===== src/rtl/mips_pkg.sv =====
// Shared definitions for the MIPS pipeline: load-type codes and writeback FSM states.
package mips_pkg;

    localparam int unsigned LDTYPE_W = 3;

    localparam logic [LDTYPE_W-1:0] LW  = 3'd0;
    localparam logic [LDTYPE_W-1:0] LH  = 3'd1;
    localparam logic [LDTYPE_W-1:0] LHU = 3'd2;
    localparam logic [LDTYPE_W-1:0] LB  = 3'd3;
    localparam logic [LDTYPE_W-1:0] LBU = 3'd4;

    typedef enum logic [0:0] {
        IDLE      = 1'b0,
        WAIT_LOAD = 1'b1
    } wb_state_t;

endpackage


===== src/rtl/load_align.sv =====
// Big-endian load alignment with sign/zero extension; unknown load types pass the word through.
module load_align
    import mips_pkg::*;
(
    input  logic [LDTYPE_W-1:0] ldtype,
    input  logic [1:0]          addr_lo,
    input  logic [31:0]         rdata,
    output logic [31:0]         data
);

    logic [7:0]  sel_byte;
    logic [15:0] sel_half;

    // Pick the addressed byte/half (offset 0 is the most significant lane) and extend it
    always_comb begin
        sel_byte = 8'h00;
        sel_half = 16'h0000;
        data     = rdata;

        unique case (addr_lo)
            2'd0:    sel_byte = rdata[31:24];
            2'd1:    sel_byte = rdata[23:16];
            2'd2:    sel_byte = rdata[15:8];
            default: sel_byte = rdata[7:0];
        endcase

        sel_half = addr_lo[1] ? rdata[15:0] : rdata[31:16];

        case (ldtype)
            LH:      data = {{16{sel_half[15]}}, sel_half};
            LHU:     data = {16'h0000, sel_half};
            LB:      data = {{24{sel_byte[7]}}, sel_byte};
            LBU:     data = {24'h000000, sel_byte};
            LW:      data = rdata;
            default: data = rdata;
        endcase
    end

endmodule


===== src/rtl/writeback_stage.sv =====
// Writeback stage: retires ALU results and aligned loads onto the register file write port.
module writeback_stage
    import mips_pkg::*;
#(
    parameter int unsigned RETIRE_W = 32
) (
    input  logic                Clk,
    input  logic                Rst,
    input  logic                in_valid,
    output logic                in_ready,
    input  logic                in_flush,
    input  logic [4:0]          in_rw,
    input  logic                in_regwr,
    input  logic                in_memtoreg,
    input  logic [31:0]         in_alu,
    input  logic [LDTYPE_W-1:0] in_ldtype,
    input  logic [1:0]          in_addr_lo,
    input  logic                mem_rvalid,
    input  logic [31:0]         mem_rdata,
    output logic [4:0]          RW,
    output logic [31:0]         BusW,
    output logic                RegWr,
    output logic                fwd_valid,
    output logic [4:0]          fwd_rw,
    output logic [31:0]         fwd_data,
    output logic [RETIRE_W-1:0] retired
);

    wb_state_t state;
    wb_state_t state_nxt;

    logic [4:0]          ld_rw;
    logic                ld_regwr;
    logic [LDTYPE_W-1:0] ld_type;
    logic [1:0]          ld_addr_lo;
    logic [31:0]         align_data;

    logic accept_c;
    logic alu_done_c;
    logic load_start_c;
    logic load_done_c;

    assign accept_c     = in_valid && in_ready;
    assign alu_done_c   = accept_c && !in_memtoreg;
    assign load_start_c = accept_c && in_memtoreg;
    assign load_done_c  = (state == WAIT_LOAD) && !in_flush && mem_rvalid;

    load_align u_load_align (
        .ldtype  (ld_type),
        .addr_lo (ld_addr_lo),
        .rdata   (mem_rdata),
        .data    (align_data)
    );

    // State register
    always_ff @(posedge Clk) begin
        if (Rst) state <= IDLE;
        else     state <= state_nxt;
    end

    // Next-state: a load parks the stage until data arrives or a flush abandons it
    always_comb begin
        state_nxt = state;
        unique case (state)
            IDLE:      if (load_start_c) state_nxt = WAIT_LOAD;
            WAIT_LOAD: if (in_flush || mem_rvalid) state_nxt = IDLE;
            default:   state_nxt = IDLE;
        endcase
    end

    // Handshake output: depends only on state and flush, never on in_valid
    always_comb begin
        in_ready = 1'b0;
        if (state == IDLE && !in_flush) in_ready = 1'b1;
    end

    // Latch destination and alignment context of an accepted load
    always_ff @(posedge Clk) begin
        if (Rst) begin
            ld_rw      <= '0;
            ld_regwr   <= 1'b0;
            ld_type    <= '0;
            ld_addr_lo <= '0;
        end else if (load_start_c) begin
            ld_rw      <= in_rw;
            ld_regwr   <= in_regwr;
            ld_type    <= in_ldtype;
            ld_addr_lo <= in_addr_lo;
        end
    end

    // WB register and retire counter; RW/BusW only move when a write is actually issued
    always_ff @(posedge Clk) begin
        if (Rst) begin
            RW      <= '0;
            BusW    <= '0;
            RegWr   <= 1'b0;
            retired <= '0;
        end else begin
            RegWr <= 1'b0;
            if (alu_done_c) begin
                retired <= retired + RETIRE_W'(1);
                if (in_regwr && in_rw != 5'd0) begin
                    RegWr <= 1'b1;
                    RW    <= in_rw;
                    BusW  <= in_alu;
                end
            end else if (load_done_c) begin
                retired <= retired + RETIRE_W'(1);
                if (ld_regwr && ld_rw != 5'd0) begin
                    RegWr <= 1'b1;
                    RW    <= ld_rw;
                    BusW  <= align_data;
                end
            end
        end
    end

    assign fwd_valid = RegWr;
    assign fwd_rw    = RW;
    assign fwd_data  = BusW;

endmodule


===== config.mk =====
export PLATFORM = sky130hd
export DESIGN_NAME = writeback_stage
export DESIGN_NICKNAME = d
export VERILOG_FILES = /design/src/rtl/mips_pkg.sv /design/src/rtl/load_align.sv /design/src/rtl/writeback_stage.sv
export SDC_FILE = /design/constraint.sdc
export NUM_CORES = 1
export LEC_CHECK = 0
export ABC_AREA = 1
export ABC_CLOCK_PERIOD_IN_PS = 2650
export BUFFER_PORTS_ARGS = -buffer_cell sky130_fd_sc_hd__buf_2
export CAP_MARGIN = 10
export CELL_PAD_IN_SITES_DETAIL_PLACEMENT = 0
export CELL_PAD_IN_SITES_GLOBAL_PLACEMENT = 1
export CORE_MARGIN = 3
export CORE_UTILIZATION = 36
export DETAILED_ROUTE_END_ITERATION = 12
export PLACE_DENSITY = 0.87
export REMOVE_ABC_BUFFERS = 1
export SYNTH_ARGS = -nofsm -noshare
export SYNTH_HDL_FRONTEND = slang
export SYNTH_SLANG_ARGS = --single-unit

===== constraint.sdc =====
create_clock -name Clk -period 2.65 [get_ports Clk]
set_clock_uncertainty 0.05 [all_clocks]
set_input_delay 0.265 -clock Clk [delete_from_list [all_inputs] [get_ports Clk]]
set_output_delay 0.265 -clock Clk [all_outputs]
set_load 0.01 [all_outputs]

==> impl_metrics.toml, run 1 <==
[route]
dr.first_iter.drc_count = 328
vias = 5733
drc = 0
route.antenna.remaining_nets = 0
wl_per_cell_um = 13.8
first_pass_iters = 5
routed_wl_um = 16400
vias_per_cell = 4.81

[placed_design]
hpwl_um = 12300
port_buffers = 189
placed_area_um2 = 5930
place_inst = 1176
gp_congestion = 0.876

[hold_path]
hold_path_depth = 4
hold_path_class = "input pin to flip-flop"
min_to = "state"
hp-start = "mem_rvalid"

[critical_path]
setup.worst_path.class = "flip-flop to flip-flop"
startpoint_type = "flip-flop"
arrival_ns = 2.28
end_kind = "flip-flop"
r2r-end = "BusW[12]"
max_stage_delay_ns = 0.63
cp_data_required_time_ns = 2.88
r2r_start = "ld_type[1]"
path_cells = "inv_1, nand3_1, nand2_1, nor2_4, a21oi_1, nand3_1, nand2_1, nand2_1"
reg2regPathDepth = 8
path_max_fanout = 25
cp_common_cell = "nand2_1"
cp_slowest_cell = "nor2_4"
r2r_setup_slack_ns = 0.60

[floorplanning]
die_area_um2 = 15800
coreArea_um2 = 13900
start_util = 0.370
io_pins = 190
die_x_um = 126
fp-row-count = 43
die_y_um = 126

[power_and_ir_drop]
switching_share = 0.260
p_int_mw = 2.33
power_density_nw_per_um2 = 503
pwr-share-comb = 0.133
cellLeakagePower_nw = 3.22
seq_power_share = 0.405
switchingPower_mw = 0.822
ir_worst_vdd_v = 0.000317
p_clk_frac = 0.462

[global_routing]
antenna_found_initial = 0
busiest_layer = "met2"
globalRouteMet1Util = 0.261
grt-ovfl-total = 0
grt.met3_usage = 0.0471
grt_max_degree = 38
grt_pass1_wl_um = 27000
grt_usage = 0.208
grt_pass1_vias = 5389
met2_usage = 0.354

[timing]
maxSlewViolCount = 0
hold_viol_final = 0
worst_pin_slew_ns = 0.870
timing.final.setup_violations = 0
fmax_mhz = 488
hold_ws_ns = 0.144
period_needed_ns = 2.05
relSlewSlack = 0.419
finalCritPeriodShare = 0.773
tns_ns = 0
rsz0062_at_grt = "false"

[yosys]
syn-cell-area_um2 = 5150
ys_ff_latch = 82
yosys_warnings = 0
syn_inst = 870
synth_seq_area_share = 0.318
synth_cell_type_count = 33
syn_area_per_cell_um2 = 5.93

[clocking]
clock_latency_ns = 0.34
clock_path_buffers = 2
cts_tree = "yes"
cts_buffers = 9
post_cts.repair.setup_buffers = 0
cts_num_sinks = 82
cts_htree_levels = 3
ctsResizeCount = 0
cts-root-buf = "clkbuf_16"
holdBufCountCts = 0
clk_pin_slew_ns = 0.06

[cells_and_area]
antenna-diode-count = 0
final_nets = 1089
final_cells = 1192
fin_area_um2 = 6270
area_growth_pct = 21.7
drive_gt1_frac = 0.228

[status]
outcome = "completed"

[flow_run]
cap_violations = 0
synthesized netlist by cell type:
master	number	share of area
nor4_1	1	0.0012
o21ai_0	25	0.024
a21boi_0	1	0.0015
inv_2	2	0.0015
clkinv_2	1	0.00097
nor2_4	3	0.0066
nand4_1	4	0.0049
nand2_2	1	0.0012
nand3b_1	1	0.0015
buf_4	43	0.063
buf_1	2	0.0015
ha_1	1	0.0024
nand2_1	324	0.24
nor2_1	151	0.11
a21oi_1	67	0.065
o21ai_2	1	0.0017
buf_6	2	0.0044
nand3_1	42	0.041
nand3_2	1	0.0019
a211oi_1	1	0.0015
nand2_4	1	0.0022
nor3_1	5	0.0049
buf_2	7	0.0068
o211ai_1	13	0.019
clkbuf_1	16	0.012
nand3b_4	1	0.0039
o21ai_1	5	0.0049
nor2_2	1	0.0012
or2_2	7	0.0085
or2_1	1	0.0012
dfxtp_1	82	0.32
xor2_1	5	0.0085
inv_1	52	0.038
worst max-delay path by stage:
stage                  endpoint           from  slack (ns)  depth (start not counted)
floorplan           retired[10]          state        0.04                          7
finish                 BusW[12]     ld_type[1]        0.60                          8
global route            BusW[4]  ld_addr_lo[1]        0.40                         10
detailed placement     BusW[12]     ld_type[1]        0.66                          8
global placement       BusW[12]     ld_type[1]        0.64                          8
CTS                    BusW[12]     ld_type[1]        0.64                          8
power groups by stage:
stage / Combinational, mW / Clock [mW] / Sequential (mW)
finish: 0.420 / 1.46 / 1.28
floorplan: 0.215 / 0 / 1.32
global route: 0.472 / 1.55 / 1.28
global placement: 0.418 / 0 / 1.31
CTS: 0.421 / 1.49 / 1.28
detailed placement: 0.418 / 0 / 1.31
cells by family after synthesis:
family / count (synthesis) / share of synthesized area
buf+inv: 125 / 0.127
compound gates: 113 / 0.118
xor+xnor: 5 / 0.00849
fa+ha+maj: 1 / 0.00243
flops: 82 / 0.318
simple gates: 544 / 0.426
placed cells by master, fill, tap and decap left out, types with 2 or more instances in the layout:
cell type and count:
nand2_1 324, buf_2 189, nor2_1 151, dfxtp_1 82
a21oi_1 67, inv_1 52, nand3_1 42, o21ai_0 25
o211ai_1 13, clkbuf_16 9, or2_2 7, buf_4 7
o21ai_1 5, xor2_1 5, nor3_1 5, nand4_1 4
nor2_4 3, clkinv_2 3, bufinv_16 3, inv_2 2
area by class of cell:
type / instances / area (µm²)
Clock inverter: 7 / 116
Clock buffer: 9 / 225
Fill cell: 1507 / 7660
Inverter: 55 / 208
Timing Repair Buffer: 196 / 998
Multi-Input combinational cell: 663 / 2860
Sequential cell: 82 / 1640
Tap cell: 180 / 225
flip-flops by register name, summed over array words and instances, names as in the netlist:
signal / count
ld_regwr: 1
RW: 5
state: 1
ld_rw: 5
ld_type: 3
BusW: 32
RegWr: 1
ld_addr_lo: 2
retired: 32
per-layer routing:
metal,vias up,share of wire,wire length (µm)
met1,2549,0.45,7330
li1,2972,-,-
met5,-,0,0
met4,0,0.022,355
met3,25,0.062,1010
met2,187,0.47,7730
metrics by stage:
step | setup WS (ns) | power (mW) | utilization
finish | 0.601 | 3.16 | 0.450
detailed placement | 0.658 | 1.72 | 0.426
global placement | 0.644 | 1.72 | 0.426
global route | 0.400 | 3.30 | 0.450
floorplan | 0.0409 | 1.53 | -
CTS | 0.638 | 3.19 | 0.450
worst max-delay path: cells and delay by family, from the launching register on:
kind            cells  cell delay, ns
simple gates        6            1.39
flops               1            0.34
compound gates      1            0.13
buf+inv             1            0.07
Power figures use the tool's default switching activity.
==> inputs of run 2 (changes only) <==
Settings changed: ABC_CLOCK_PERIOD_IN_PS 2650 to 1900, CORE_UTILIZATION 36 to 33, PLACE_DENSITY 0.87 to 0.81.
Clock period 2.65 ns to 1.9 ns, I/O delays scaled along.
==> run 2 against run 1 <==
Net effect: register-to-register slack lost 0.42 ns; design area grew 1.3%; setup slack lost 0.42 ns; global-route usage shrank 1.3 points; total power grew 31%; sequential power grew 39%; critical path depth grew 3; largest cell class unchanged; hold slack lost 0.076 ns.
==> impl_metrics.toml, run 2 (synthesis results as in run 1) <==
[route]
routed_wl_um = 17000
wl_met1_um = 7550
wl_met3_um = 1110
route.antenna.remaining_nets = 0
drc = 0
first_pass_iters = 5
vias_per_cell = 4.66
dr.first_iter.drc_count = 380
highest_layer = "met4"
wl_per_cell_um = 13.8
vias = 5745
route.met2.wl_um = 8140

[placed_design]
placed_area_um2 = 6060
gp_congestion = 0.891
dp_slack_ns = 0.209
hpwl_um = 13100
place_inst = 1218
port_buffers = 189

[clocking]
cts_num_sinks = 82
cts_htree_levels = 3
clk_pin_slew_ns = 0.06
cts_tree = "yes"
cts-root-buf = "clkbuf_16"
cts_buffers = 9
clock_path_buffers = 2
holdBufCountCts = 0
clock_latency_ns = 0.34
ctsResizeCount = 0
post_cts.repair.setup_buffers = 0

[timing]
rsz0062_at_grt = "false"
fmax_mhz = 582
hold_ws_ns = 0.0683
maxSlewViolCount = 0
timing.final.setup_violations = 0
worst_slack_ns = 0.182
period_needed_ns = 1.72
worst_pin_slew_ns = 0.554
relSlewSlack = 0.630
tns_ns = 0
hold_viol_final = 0
finalCritPeriodShare = 0.904

[power_and_ir_drop]
ir_worst_vdd_v = 0.000404
power_mw = 4.12
seq_power_share = 0.432
power_density_nw_per_um2 = 649
switchingPower_mw = 1.09
p_clk_frac = 0.420
switching_share = 0.265
pwr-share-comb = 0.148
cellLeakagePower_nw = 3.25
p_int_mw = 3.03

[cells_and_area]
final_nets = 1100
post-route-util = 0.416
drive_gt1_frac = 0.234
reg_top3 = "BusW: 32 flops, retired: 32 flops"
nFillCells = 1732
area_growth_pct = 23.2
final_cells = 1233
layout_commonest_cell = "nand2_1"
fin_area_um2 = 6350
final_cell_mix = "nand2_1 (324), buf_2 (189), nor2_1 (151)"
antenna-diode-count = 0

[hold_path]
hold_path_depth = 4
hp-start = "mem_rvalid"
min_to = "state"
hold_path_class = "input pin to flip-flop"

[floorplanning]
io_pins = 190
die_x_um = 131
coreArea_um2 = 15300
die_area_um2 = 17200
fp-row-count = 45
die_y_um = 131
start_util = 0.338

[status]
outcome = "completed"

[critical_path]
end_kind = "flip-flop"
r2r-end = "BusW[2]"
cp_data_required_time_ns = 2.14
r2r_setup_slack_ns = 0.18
arrival_ns = 1.95
startpoint_type = "flip-flop"
r2r_start = "ld_addr_lo[1]"
setup.worst_path.class = "flip-flop to flip-flop"
reg2regPathDepth = 11
path_max_fanout = 12

[global_routing]
grt_max_degree = 42
grt_usage = 0.195
grt-ovfl-total = 0
antenna_found_initial = 0
grt_pass1_wl_um = 26200
grt_pass1_vias = 5169

[flow_run]
cap_violations = 0
==> run 2: changes by cell type in the layout (fill, tap and decap cells not counted) <==
cell / change
buf_4: +10
bufinv_16: -2
clkbuf_1: +2
buf_12: +1
clkbuf_8: +1
clkinvlp_4: -1
inv_6: -1
==> run 2: how the worst max path moves through the flow <==
stage | start | endpoint
after floorplan | state | retired[10]
after global placement | retired[0] | retired[28]
after detailed placement | state | retired[6]
after CTS | state | retired[6]
after global routing | retired[0] | retired[28]
final | ld_addr_lo[1] | BusW[2]
==> run 2: final cells by class <==
| cell class | count | area (µm²) | area share |
|---|---|---|---|
| Clock buffer | 12 | 246 | 0.0388 |
| Clock inverter | 3 | 40.0 | 0.00630 |
| Inverter | 55 | 208 | 0.0327 |
| Multi-Input combinational cell | 663 | 2860 | 0.450 |
| Sequential cell | 82 | 1640 | 0.258 |
| Tap cell | 211 | 264 | 0.0416 |
| Timing Repair Buffer | 207 | 1090 | 0.172 |
==> run 2: worst max-delay path, stage by stage, from the launching register on <==
cell and delay [ns]:
dfxtp_1 0.45, inv_1 0.12, buf_4 0.19, nor2_1 0.33
nand2_1 0.10, nand2_1 0.08, nor2_1 0.04, nor2_1 0.08
nor2_1 0.05, nand3_1 0.08, nand2_1 0.05, nand2_1 0.05
==> run 2: power groups by stage <==
stage | Combinational [mW] | Sequential (mW) | Clock (mW)
2_1_floorplan | 0.300 | 1.84 | 0
3_3_place_gp | 0.613 | 1.82 | 0
3_5_place_dp | 0.612 | 1.82 | 0
4_1_cts | 0.615 | 1.78 | 1.80
5_1_grt | 0.685 | 1.79 | 1.87
6_report | 0.611 | 1.78 | 1.73
==> run 2: metal layers <==
metal  vias up  track usage
li1       2997            -
met1      2543        0.243
met2       190        0.340
met3        15       0.0443
met4         0       0.0466
met5         -            0
==> inputs of run 3 (changes only) <==
Settings changed: BUFFER_PORTS_ARGS -buffer_cell sky130_fd_sc_hd__buf_2 to -buffer_cell sky130_fd_sc_hd__clkbuf_2.
==> run 3 against run 2 <==
Net effect: critical path depth down 3; flip-flop and latch count unchanged; sequential share of layout area about the same; clock power down 4%; utilization about the same; final cell count up 0.24%; via count down 0.33%; register-to-register slack about the same; die area unchanged; critical endpoint is now BusW[6]; critical path type unchanged; hold slack better by 0.0010 ns; global-route usage down 0.14 points.
==> impl_metrics.toml, run 3 (synthesis results as in run 1) <==
[status]
outcome = "completed"

[global_routing]
antenna_found_initial = 0
grt_usage = 0.193
grt_pass1_vias = 5224
grt_pass1_wl_um = 26100
grt_max_degree = 42
grt-ovfl-total = 0

[timing]
timing.final.setup_violations = 0
worst_slack_ns = 0.191
rsz0062_at_grt = "false"
maxSlewViolCount = 0
fmax_mhz = 585
relSlewSlack = 0.623
hold_viol_final = 0
tns_ns = 0
period_needed_ns = 1.71
worst_pin_slew_ns = 0.565
finalCritPeriodShare = 0.899

[critical_path]
cp_slowest_cell = "dfxtp_1"
cp.buffers_inverters = 1
max_stage_delay_ns = 0.31
cp_data_required_time_ns = 2.09
startpoint_type = "flip-flop"
cp_num_cells = 8
crit_family = "simple AND/OR/NAND/NOR gates"
r2r_setup_slack_ns = 0.19
crit_start = "ld_type[2]"
r2r_start = "ld_type[2]"
path_max_fanout = 8
end_kind = "flip-flop"
r2r-end = "BusW[6]"
setup.worst_path.class = "flip-flop to flip-flop"
arrival_ns = 1.90
reg2regPathDepth = 8
path_cells = "inv_1, nand3_1, nand2_1, nand2_1, nand3_1, nand3_1, o21ai_0, nand2_1"

[route]
vias = 5726
route.antenna.remaining_nets = 0
vias_per_cell = 4.63
wl_per_cell_um = 14.0
routed_wl_um = 17300
dr.first_iter.drc_count = 286
first_pass_iters = 5
drc = 0

[cells_and_area]
antenna-diode-count = 0
reg_top3 = "BusW: 32 flops, retired: 32 flops"
final_cell_mix = "nand2_1 (323), clkbuf_2 (189), nor2_1 (150)"
final_nets = 1102
regArea_um2 = 1640
multiInputGateArea_um2 = 2880
post-route-util = 0.416
layout_commonest_cell = "nand2_1"
area_growth_pct = 23.3
drive_gt1_frac = 0.241
nFillCells = 1684

[floorplanning]
io_pins = 190
fp-row-count = 45
die_y_um = 131
die_area_um2 = 17200
start_util = 0.338
coreArea_um2 = 15300
die_x_um = 131

[power_and_ir_drop]
power_density_nw_per_um2 = 639
cellLeakagePower_nw = 3.16
ir_worst_vdd_v = 0.000360

[clocking]
holdBufCountCts = 0
cts_buffers = 9
cts_tree = "yes"
cts_htree_levels = 3
cts-root-buf = "clkbuf_16"
clock_latency_ns = 0.34
cts_num_sinks = 82
clock_path_buffers = 2
clk_pin_slew_ns = 0.07

[placed_design]
dp_slack_ns = 0.0507
gp_congestion = 0.876
hpwl_um = 13000
port_buffers = 189

[hold_path]
min_to = "state"
hp-start = "mem_rvalid"
hold_path_class = "input pin to flip-flop"
hold_path_depth = 4

[flow_run]
cap_violations = 0
-- run 3: repair_timing --
item / CTS / global route
resized for setup: 0 / 4
setup endpoints to repair: 0 / 37
setup buffers: 0 / 0
-- run 3: per-stage QoR --
stage	std cells	total power, mW	area [µm²]	hold slack, ns
after floorplan	800	2.14	4710	0.209
after global routing	1236	4.27	6350	0.0683
after CTS	1234	4.11	6330	0.0596
after detailed placement	1218	2.43	6050	0.407
final	1236	4.06	6350	0.0693
after global placement	1218	2.43	6050	0.405
-- run 3: area by class of cell --
class                   count  share of cell area
flip-flops and latches     82               0.259
well taps                 211              0.0415
repair buffers            207               0.170
multi-input cells         665               0.453
clock inverters             7             0.00847
inverters                  55              0.0327
clock buffers               9              0.0354
-- run 3: how the worst max path moves through the flow --
| stage | endpoint | slack (ns) |
|---|---|---|
| 2_1_floorplan | retired[10] | -0.71 |
| 4_1_cts | BusW[27] | 0.04 |
| 3_5_place_dp | BusW[27] | 0.05 |
| 6_report | BusW[6] | 0.19 |
| 3_3_place_gp | BusW[21] | 0.11 |
| 5_1_grt | RW[4] | 0.02 |
-- run 3: tightest hold or removal path: stages --
cell,delay (ns)
clkbuf_2,0.09
nor2_1,0.04
nand2_1,0.05
a21oi_1,0.05
-- run 3: where the power goes --
group	leakage, nW	internal (mW)	switching, mW
sequential	0.664	1.75	0.0297
clock	0.128	0.892	0.767
combinational	2.37	0.229	0.392
-- run 3: metal layers --
metal / GRT usage / wire length (µm) / vias up
met5: 0 / 0 / -
met4: 0.0587 / 344 / 0
met3: 0.0467 / 1100 / 22
met2: 0.338 / 8250 / 198
met1: 0.234 / 7640 / 2497
li1: - / - / 3009
